## src/rtl/fp_addsub_pipe.sv

```systemverilog
// Three-stage pipelined floating-point adder/subtractor with valid/ready flow control.
// Stages: S1 unpack/align, S2 significand add/subtract, S3 normalise/round/pack.
module fp_addsub_pipe #(
   parameter int EXP_W = 5,
   parameter int MAN_W = 10,
   localparam int W = 1 + EXP_W + MAN_W
) (
   input  logic         clk,
   input  logic         rst_n,
   input  logic         in_valid,
   output logic         in_ready,
   input  logic         in_add,
   input  logic         in_rnd,
   input  logic [W-1:0] in_a,
   input  logic [W-1:0] in_b,
   output logic         out_valid,
   input  logic         out_ready,
   output logic [W-1:0] out_result,
   output logic [3:0]   out_flags
);

   localparam int AW  = MAN_W + 4;
   localparam int SW  = MAN_W + 1;
   localparam int LZW = $clog2(AW + 1);
   localparam int XW  = EXP_W + LZW + 2;
   localparam logic [EXP_W-1:0] EMAX  = '1;
   localparam logic [MAN_W-1:0] QFRAC = MAN_W'(1) << (MAN_W - 1);

   logic advance;
   assign advance  = ~out_valid | out_ready;
   assign in_ready = advance;

   // ---------------- S1: unpack / align ----------------
   logic             sa, sb, za, zb, nan_a, nan_b, inf_a, inf_b;
   logic [EXP_W-1:0] ea, eb;
   logic [MAN_W-1:0] fa, fb;
   logic [W-2:0]     mag_a, mag_b;
   logic [SW-1:0]    sig_a, sig_b;

   assign sa    = in_a[W-1];
   assign ea    = in_a[W-2:MAN_W];
   assign fa    = in_a[MAN_W-1:0];
   assign sb    = in_b[W-1] ^ ~in_add;
   assign eb    = in_b[W-2:MAN_W];
   assign fb    = in_b[MAN_W-1:0];
   assign za    = (ea == '0);
   assign zb    = (eb == '0);
   assign nan_a = (&ea) & (|fa);
   assign nan_b = (&eb) & (|fb);
   assign inf_a = (&ea) & ~(|fa);
   assign inf_b = (&eb) & ~(|fb);
   // denormal inputs flush to zero, so their fraction must not affect the compare
   assign mag_a = za ? '0 : {ea, fa};
   assign mag_b = zb ? '0 : {eb, fb};
   assign sig_a = za ? '0 : {1'b1, fa};
   assign sig_b = zb ? '0 : {1'b1, fb};

   logic             sl, ss;
   logic [EXP_W-1:0] el, es, d;
   logic [SW-1:0]    sig_l, sig_s;
   logic [31:0]      sh;
   logic [2*AW-1:0]  wide;
   logic [AW-1:0]    al_big, al_small;

   always_comb begin
      if (mag_a >= mag_b) begin
         sl = sa; el = ea; sig_l = sig_a;
         ss = sb; es = eb; sig_s = sig_b;
      end else begin
         sl = sb; el = eb; sig_l = sig_b;
         ss = sa; es = ea; sig_s = sig_a;
      end
      d  = el - es;
      sh = (32'(d) > 32'(AW)) ? 32'(AW) : 32'(d);
      // lower half collects everything shifted past the sticky position
      wide     = {sig_s, 3'b000, {AW{1'b0}}} >> sh;
      al_small = wide[2*AW-1:AW] | {{(AW-1){1'b0}}, |wide[AW-1:0]};
      al_big   = {sig_l, 3'b000};
   end

   logic             s1_valid, s1_sign, s1_sub, s1_rnd, s1_nan, s1_inf, s1_inf_sign, s1_zneg;
   logic [EXP_W-1:0] s1_exp;
   logic [AW-1:0]    s1_big, s1_small;

   // ---------------- S2: add / subtract ----------------
   logic             s2_valid, s2_sign, s2_rnd, s2_nan, s2_inf, s2_inf_sign, s2_zneg;
   logic [EXP_W-1:0] s2_exp;
   logic [AW:0]      s2_sum, sum_c;

   assign sum_c = s1_sub ? ({1'b0, s1_big} - {1'b0, s1_small})
                         : ({1'b0, s1_big} + {1'b0, s1_small});

   // ---------------- S3: normalise / round / pack ----------------
   logic                carry, g, r, s, lsb, inexact, rnd_up;
   logic [LZW-1:0]      lzc;
   logic [AW-1:0]       m;
   logic signed [XW-1:0] exp_n, exp_r;
   logic [SW:0]         mant_r;
   logic [MAN_W-1:0]    frac;
   logic [W-1:0]        res_c;
   logic [3:0]          flags_c;

   always_comb begin
      lzc = LZW'(AW);
      for (int i = 0; i < AW; i++) begin
         if (s2_sum[i]) lzc = LZW'(AW - 1 - i);
      end
      carry = s2_sum[AW];
      if (carry) begin
         m     = s2_sum[AW:1] | {{(AW-1){1'b0}}, s2_sum[0]};
         exp_n = XW'(s2_exp) + XW'(1);
      end else begin
         m     = s2_sum[AW-1:0] << lzc;
         exp_n = XW'(s2_exp) - XW'(lzc);
      end
      lsb     = m[3];
      g       = m[2];
      r       = m[1];
      s       = m[0];
      inexact = g | r | s;
      rnd_up  = ~s2_rnd & g & (r | s | lsb);
      mant_r  = {1'b0, m[AW-1:3]} + (SW+1)'(rnd_up);
      if (mant_r[SW]) begin
         frac  = mant_r[MAN_W:1];
         exp_r = exp_n + XW'(1);
      end else begin
         frac  = mant_r[MAN_W-1:0];
         exp_r = exp_n;
      end

      res_c   = {s2_sign, exp_r[EXP_W-1:0], frac};
      flags_c = {3'b000, inexact};
      if (s2_nan) begin
         res_c   = {1'b0, EMAX, QFRAC};
         flags_c = 4'b1000;
      end else if (s2_inf) begin
         res_c   = {s2_inf_sign, EMAX, {MAN_W{1'b0}}};
         flags_c = 4'b0000;
      end else if (s2_sum == '0) begin
         res_c   = {s2_zneg, {(W-1){1'b0}}};
         flags_c = 4'b0000;
      end else if (exp_r >= $signed(XW'(EMAX))) begin
         res_c   = s2_rnd ? {s2_sign, EMAX - EXP_W'(1), {MAN_W{1'b1}}}
                          : {s2_sign, EMAX, {MAN_W{1'b0}}};
         flags_c = 4'b0101;
      end else if (exp_r < $signed(XW'(1))) begin
         res_c   = {s2_sign, {(W-1){1'b0}}};
         flags_c = 4'b0011;
      end
   end

   // ---------------- control (valids and outputs, reset) ----------------
   always_ff @(posedge clk) begin
      if (!rst_n) begin
         s1_valid   <= 1'b0;
         s2_valid   <= 1'b0;
         out_valid  <= 1'b0;
         out_result <= '0;
         out_flags  <= '0;
      end else if (advance) begin
         s1_valid  <= in_valid;
         s2_valid  <= s1_valid;
         out_valid <= s2_valid;
         if (s2_valid) begin
            out_result <= res_c;
            out_flags  <= flags_c;
         end
      end
   end

   // ---------------- datapath registers (no reset needed) ----------------
   always_ff @(posedge clk) begin
      if (advance) begin
         s1_sign     <= sl;
         s1_sub      <= sl ^ ss;
         s1_rnd      <= in_rnd;
         s1_exp      <= el;
         s1_big      <= al_big;
         s1_small    <= al_small;
         s1_nan      <= nan_a | nan_b | (inf_a & inf_b & (sa ^ sb));
         s1_inf      <= inf_a | inf_b;
         s1_inf_sign <= inf_a ? sa : sb;
         s1_zneg     <= za & zb & sa & sb;

         s2_sign     <= s1_sign;
         s2_rnd      <= s1_rnd;
         s2_exp      <= s1_exp;
         s2_sum      <= sum_c;
         s2_nan      <= s1_nan;
         s2_inf      <= s1_inf;
         s2_inf_sign <= s1_inf_sign;
         s2_zneg     <= s1_zneg;
      end
   end

endmodule

```

## config.mk

```make
export PLATFORM = sky130hd
export DESIGN_NAME = fp_addsub_pipe
export DESIGN_NICKNAME = d
export VERILOG_FILES = /design/src/rtl/fp_addsub_pipe.sv
export SDC_FILE = /design/constraint.sdc
export NUM_CORES = 1
export LEC_CHECK = 0
export CAP_MARGIN = 20
export CORE_MARGIN = 2
export CORE_UTILIZATION = 65
export DETAILED_ROUTE_END_ITERATION = 16
export PLACE_DENSITY_LB_ADDON = 0.15
export RECOVER_POWER = 100
export SYNTH_ARGS = -nofsm -noshare
export SYNTH_HDL_FRONTEND = slang
export SYNTH_SLANG_ARGS = --single-unit
```

## constraint.sdc

```tcl
create_clock -name clk -period 15.1 [get_ports clk]
set_input_delay 2.265 -clock clk [delete_from_list [all_inputs] [get_ports clk]]
set_output_delay 2.265 -clock clk [all_outputs]
set_load 0.01 [all_outputs]
```

Word level (Yosys, flattened, before mapping). Cells that the tools add are included.

Flip-flop bits (word level): 86. Bits of input ports: 38. Output and inout port bits: 22. Word-level logic and storage cells: 116.

Add/sub/neg operators: 7. $lt $le $gt $ge: 4. Shifts and indexed selects: 2. Mux-type cells: 42. Bitwise logic cells: 29. Reductions and logical operators: 9.

Operators by type and width (count): two-way mux 11 bit (7); two-way mux 15 bit (5); two-way mux 4 bit (14); two-way mux 16 bit (3); bitwise OR 14 x 1 -> 14 bit (2); right shift 28 x 5 -> 28 bit (1); OR reduction 10 bit (2); adder 14 x 14 -> 15 bit (1); greater-or-equal comparator 15 bit (1); zero test 15 bit (1); two-way mux 5 bit (3); subtractor 14 x 14 -> 15 bit (1); two-way mux 14 bit (1); OR reduction 14 bit (1); << shifter 14 x 4 -> 14 bit (1); adder 11 x 1 -> 12 bit (1); adder 11 x 2 -> 11 bit (second input constant) (1); AND 1 bit (11); greater-or-equal comparator 11 x 6 -> 1 bit (second input constant) (1); less-than comparator 11 x 2 -> 1 bit (second input constant) (1); zero test 5 bit (2); two-way mux 10 bit (1); AND reduction 5 bit (2); two-way mux 3 bit (3); 10 further kinds (26).

Longest topological paths before layout.
Depth after elaboration: 27. Mapped depth: 27. Gate-level depth less buffers: 22.

Least setup slack after synthesis. OpenSTA, ideal clock, no wires.

Path type: input to register. Start: in in_a[12]. End: reg s1_small[0] (data pin). Setup time: 277 ps. Arrival: 7825 ps. Data required time: 14823 ps. Slack: 6998 ps. Cell stages on the path: 25. Path buffers: 4. Cells stage by stage: clkbuf_1 > nor3_1 > nand2_1 > clkbuf_1 > and2_1 > ha_1 > nand3_1 > o41ai_1 > a2bb2oi_1 > nand2_1 > clkbuf_1 > mux2_2 > ha_1 > a2bb2oi_1 > a21boi_0 > a211oi_1 > o221ai_1 > o22a_1 > and2_1 > clkbuf_1 > a21oi_1 > mux2_2 > a2111o_1 > nor4_1 > a41oi_1.

Longest elaborated chain between the ends: 10. Elaborated cells between the ends (all ways): 13. Classes of those cells: 1 x add/sub; 2 x order compare; 1 x shift; 6 x mux; 1 x bitwise; 2 x reduce/logical.

Ends and longest elaborated chain: from (decl) (line 14) `input logic [W-1:0] in_a,`; zero test 5 bit (line 46) `assign za = (ea == '0);`; two-way mux 15 bit (line 53) `assign mag_a = za ? '0 : {ea, fa};`; greater-or-equal comparator 15 bit (line 66) `if (mag_a >= mag_b) begin`; two-way mux 5 bit (line 66); subtractor 5 bit (line 73) `d = el - es;`; greater-than comparator 5 x 4 -> 1 bit (line 74) `sh = (32'(d) > 32'(AW)) ? 32'(AW) : 32'(d);`; two-way mux 5 bit (line 74); right shift 28 x 5 -> 28 bit (*) (line 76) `wide = {sig_s, 3'b000, {AW{1'b0}}} >> sh;`; OR reduction 14 bit (line 77) `al_small = wide[2*AW-1:AW] | {{(AW-1){1'b0}}, |wide[AW-1:0]};`; bitwise OR 14 x 1 -> 14 bit (*) (line 77); net al_small[0] (line 63) `logic [AW-1:0] al_big, al_small;`; to (signal assigned) (line 179) `s1_small <= al_small;`; to (decl) (line 83) `logic [AW-1:0] s1_big, s1_small;`.

Mark *: on every way through the listed nets, which the timed path passes. The rest lies on a longest branch. A chain may end at the register's enable or synchronous reset.

Worst setup path after layout. Same ends and word-level chain as after synthesis.

==> impl_metrics.ini <==
[grt]
antenna_found_initial = 0
grt_pass1_wl_um = 35570
grt_use_total_pct = 34.74
grt_max_degree = 69
grt-ovfl-total = 0
grt_pass1_vias = 7165

[route]
drtPass1Iterations = 6
antenna_left = 0
routed_wirelength_um = 21740
wl_per_cell_um = 20.26
vias_per_cell = 6.897
num_vias = 7400
drtIter0Drc = 802
drcViolationCount = 0

[sta]
finalHoldViolCount = 0
max_freq_mhz = 103.0
period_needed_ps = 9709
worst_pin_slew_ps = 3342
final-max-slew-violation-count = 100
rsz0062_at_grt = false
fin_crit_sh_pct = 64.30
finalSetupViolCount = 0
skew_ps = 11.61
slew_headroom_pct = -122.8
setup-tns-final_ps = 0

[cts]
cts_hold_buf = 0
cts_root_buf = clkbuf_16
h-tree-depth = 3
cts_buffer_depth = 2
numCtsBuffers = 9
cts_resized = 0
clk_pin_slew_ps = 60
insertion_delay_ps = 340
cts.sinks = 86
cts_tree = built
cts_setup_buffers = 0

[place]
placed_cell_area_um2 = 8239
routabilityCongestion = 0.9929
portBuffers = 59
place_inst = 1057
hpwl_um = 16240

[run_status]
violations = capacitance limit, slew limit
run_status = finished, violations left

[synth]
synth-seq-cells = 86
netlist_area_um2 = 7627
ys_seq_area_share_pct = 30.84
synth_fp_nets = 981
synth_edf_count = 63
yosysUniqueCellTypes = 86
ys_async_sr_fraction_pct = 0
synth_cells = 894
synth.avg_cell_area_um2 = 8.532
ys_warn_count = 0
synth_ff_type = edfxtp_1

[setup_path]
critPathMaxStageDelay_ps = 920
cp-start-kind = input pin
critPathCaptureType = flop
critPathSlowestCell = a21oi_1
crit_required_ps = 15160
path_class = input pin to flop
cp_cell_sequence = dlygate4sd3_1 -> nor3_1 -> nand2_1 -> and2_0 -> ha_1 -> nand4_1 -> o41ai_1 -> a2bb2oi_1 -> nand2_1 -> mux2_2 -> ha_1 -> a2bb2oi_1 -> a21boi_0 -> a211oi_1 -> o221ai_1 -> o22a_1 -> and2_0 -> a21oi_1 -> mux2_2 -> a2111o_1 -> nor4_1 -> a41oi_1
critPathMaxFanout = 17
worstPathArrival_ps = 9770

[pwr]
powerDensity_nw_per_um2 = 157.6
ir_drop_v = 0.0001345
finalPower_mw = 1.339
p_leak_nw = 3.450

[floorplanning]
core_um2 = 11420
num_rows = 39
ios = 60
chipWidth_um = 112.3
die_area_um2 = 12620
die_y_um = 112.3
initial_core_util_pct = 66.80

[finish]
fin_util_pct = 74.40
drive_above_1_share_pct = 5.161
n_fill_cell = 809
finalInstanceArea_um2 = 8496
area_delta_synth_final_pct = 11.38
fin_nets = 1012
diodes = 0
finalNonFillerCells = 1073

[worst_hold_path]
holdCritPathClass = flop to flop

[flow_run]
drv_cap = 4
placed cells by master, fill, tap and decap left out, types with 12 or more instances in the layout:
cell	count
edfxtp_1	63
nor2b_1	13
nor2_1	58
xnor2_1	20
dfxtp_1	23
nand2b_1	16
a21oi_1	55
o21ai_0	58
mux2i_1	27
inv_1	61
dlygate4sd3_1	27
a211oi_1	20
nand3_1	16
nand2_1	105
ha_1	47
nor4_1	12
clkdlybuf4s50_1	32
nor3_1	29
flip-flops by register name, indices dropped and copies added (netlist names):
| register | cells |
|---|---|
| out_result | 16 |
| s2_sum | 15 |
| s1_small | 14 |
| s1_big | 11 |
| s1_exp | 5 |
| s2_exp | 5 |
| out_flags | 4 |
| out_valid | 1 |
| s1_inf | 1 |
| s1_inf_sign | 1 |
| s1_nan | 1 |
| s1_rnd | 1 |
| s1_sign | 1 |
| s1_sub | 1 |
| s1_valid | 1 |
| s1_zneg | 1 |
| s2_inf | 1 |
| s2_inf_sign | 1 |
| s2_nan | 1 |
| s2_rnd | 1 |
| s2_sign | 1 |
| s2_valid | 1 |
| s2_zneg | 1 |
power by group:
group / switching [mW] / total (mW) / internal [mW]
sequential: 0.0709 / 0.383 / 0.312
combinational: 0.443 / 0.725 / 0.282
clock: 0.0963 / 0.232 / 0.135
metal layers:
layer	track usage (%)	part of all wire (%)	vias to the layer above
li1	-	-	3424
met1	41.30	38	3442
met2	60.72	50	436
met3	6.048	7.0	98
met4	17.24	5.3	0
met5	0	0	-
cells in the mapped netlist (11+ instances only):
master | count | area share, %
a211oi_1 | 20 | 2.0
a21oi_1 | 55 | 3.6
a22oi_1 | 11 | 1.1
and2_1 | 12 | 0.98
clkbuf_1 | 28 | 1.4
dfxtp_1 | 23 | 6.0
edfxtp_1 | 63 | 25
ha_1 | 47 | 7.7
inv_1 | 60 | 3.0
mux2_2 | 13 | 1.9
mux2i_1 | 26 | 3.4
nand2_1 | 105 | 5.2
nand2b_1 | 16 | 1.3
nand3_1 | 16 | 1.0
nor2_1 | 58 | 2.9
nor2b_1 | 13 | 1.1
nor3_1 | 29 | 1.9
nor4_1 | 12 | 0.98
o21ai_0 | 55 | 3.6
xnor2_1 | 20 | 2.3
metrics by stage:
step / hold slack [ps] / setup slack (ps)
finish: 420.4 / 5391
global placement: 401.6 / 5607
detailed placement: 404.5 / 5430
floorplan: 400.3 / 6998
global route: 435.1 / 4825
CTS: 419.9 / 5787
path summary, 6_finish.rpt:
path,from,end,slack [ps],cells after the start
min,s1_exp[0],s2_exp[0],420,0
max reg2reg,s2_sum[6],out_result[3],5720,15
min reg2reg,s1_exp[0],s2_exp[0],420,0
max,in_a[12],s1_small[0],5390,22
final cells by class:
type | count | area, um2 | area share [%]
clock buffer | 10 | 239.0 | 2.813
clock inverter | 6 | 75.07 | 0.8837
inverter | 62 | 232.7 | 2.739
multi-input combinational | 703 | 4808 | 56.60
sequential | 86 | 2352 | 27.69
tap | 143 | 178.9 | 2.106
timing repair buffer | 63 | 609.3 | 7.172
worst max-delay path: cells and delay by family:
| family | cells | cell delay (ps) |
|---|---|---|
| buf+inv | 1 | 680 |
| fa+ha+maj | 2 | 570 |
| compound gates | 10 | 3460 |
| simple gates | 7 | 2010 |
| mux | 2 | 750 |
kinds of logic after synthesis:
logic type	after synthesis	share of synthesized area, %
adder cells (fa/ha/maj)	49	8.235
AO/OA/AOI/OAI	280	26.25
multiplexers	42	5.988
AND/OR/NAND/NOR	303	19.82
buffers and inverters	105	5.545
XOR/XNOR	29	3.330
flip-flops	86	30.84
Note: power is estimated with default switching activity, not from simulation.
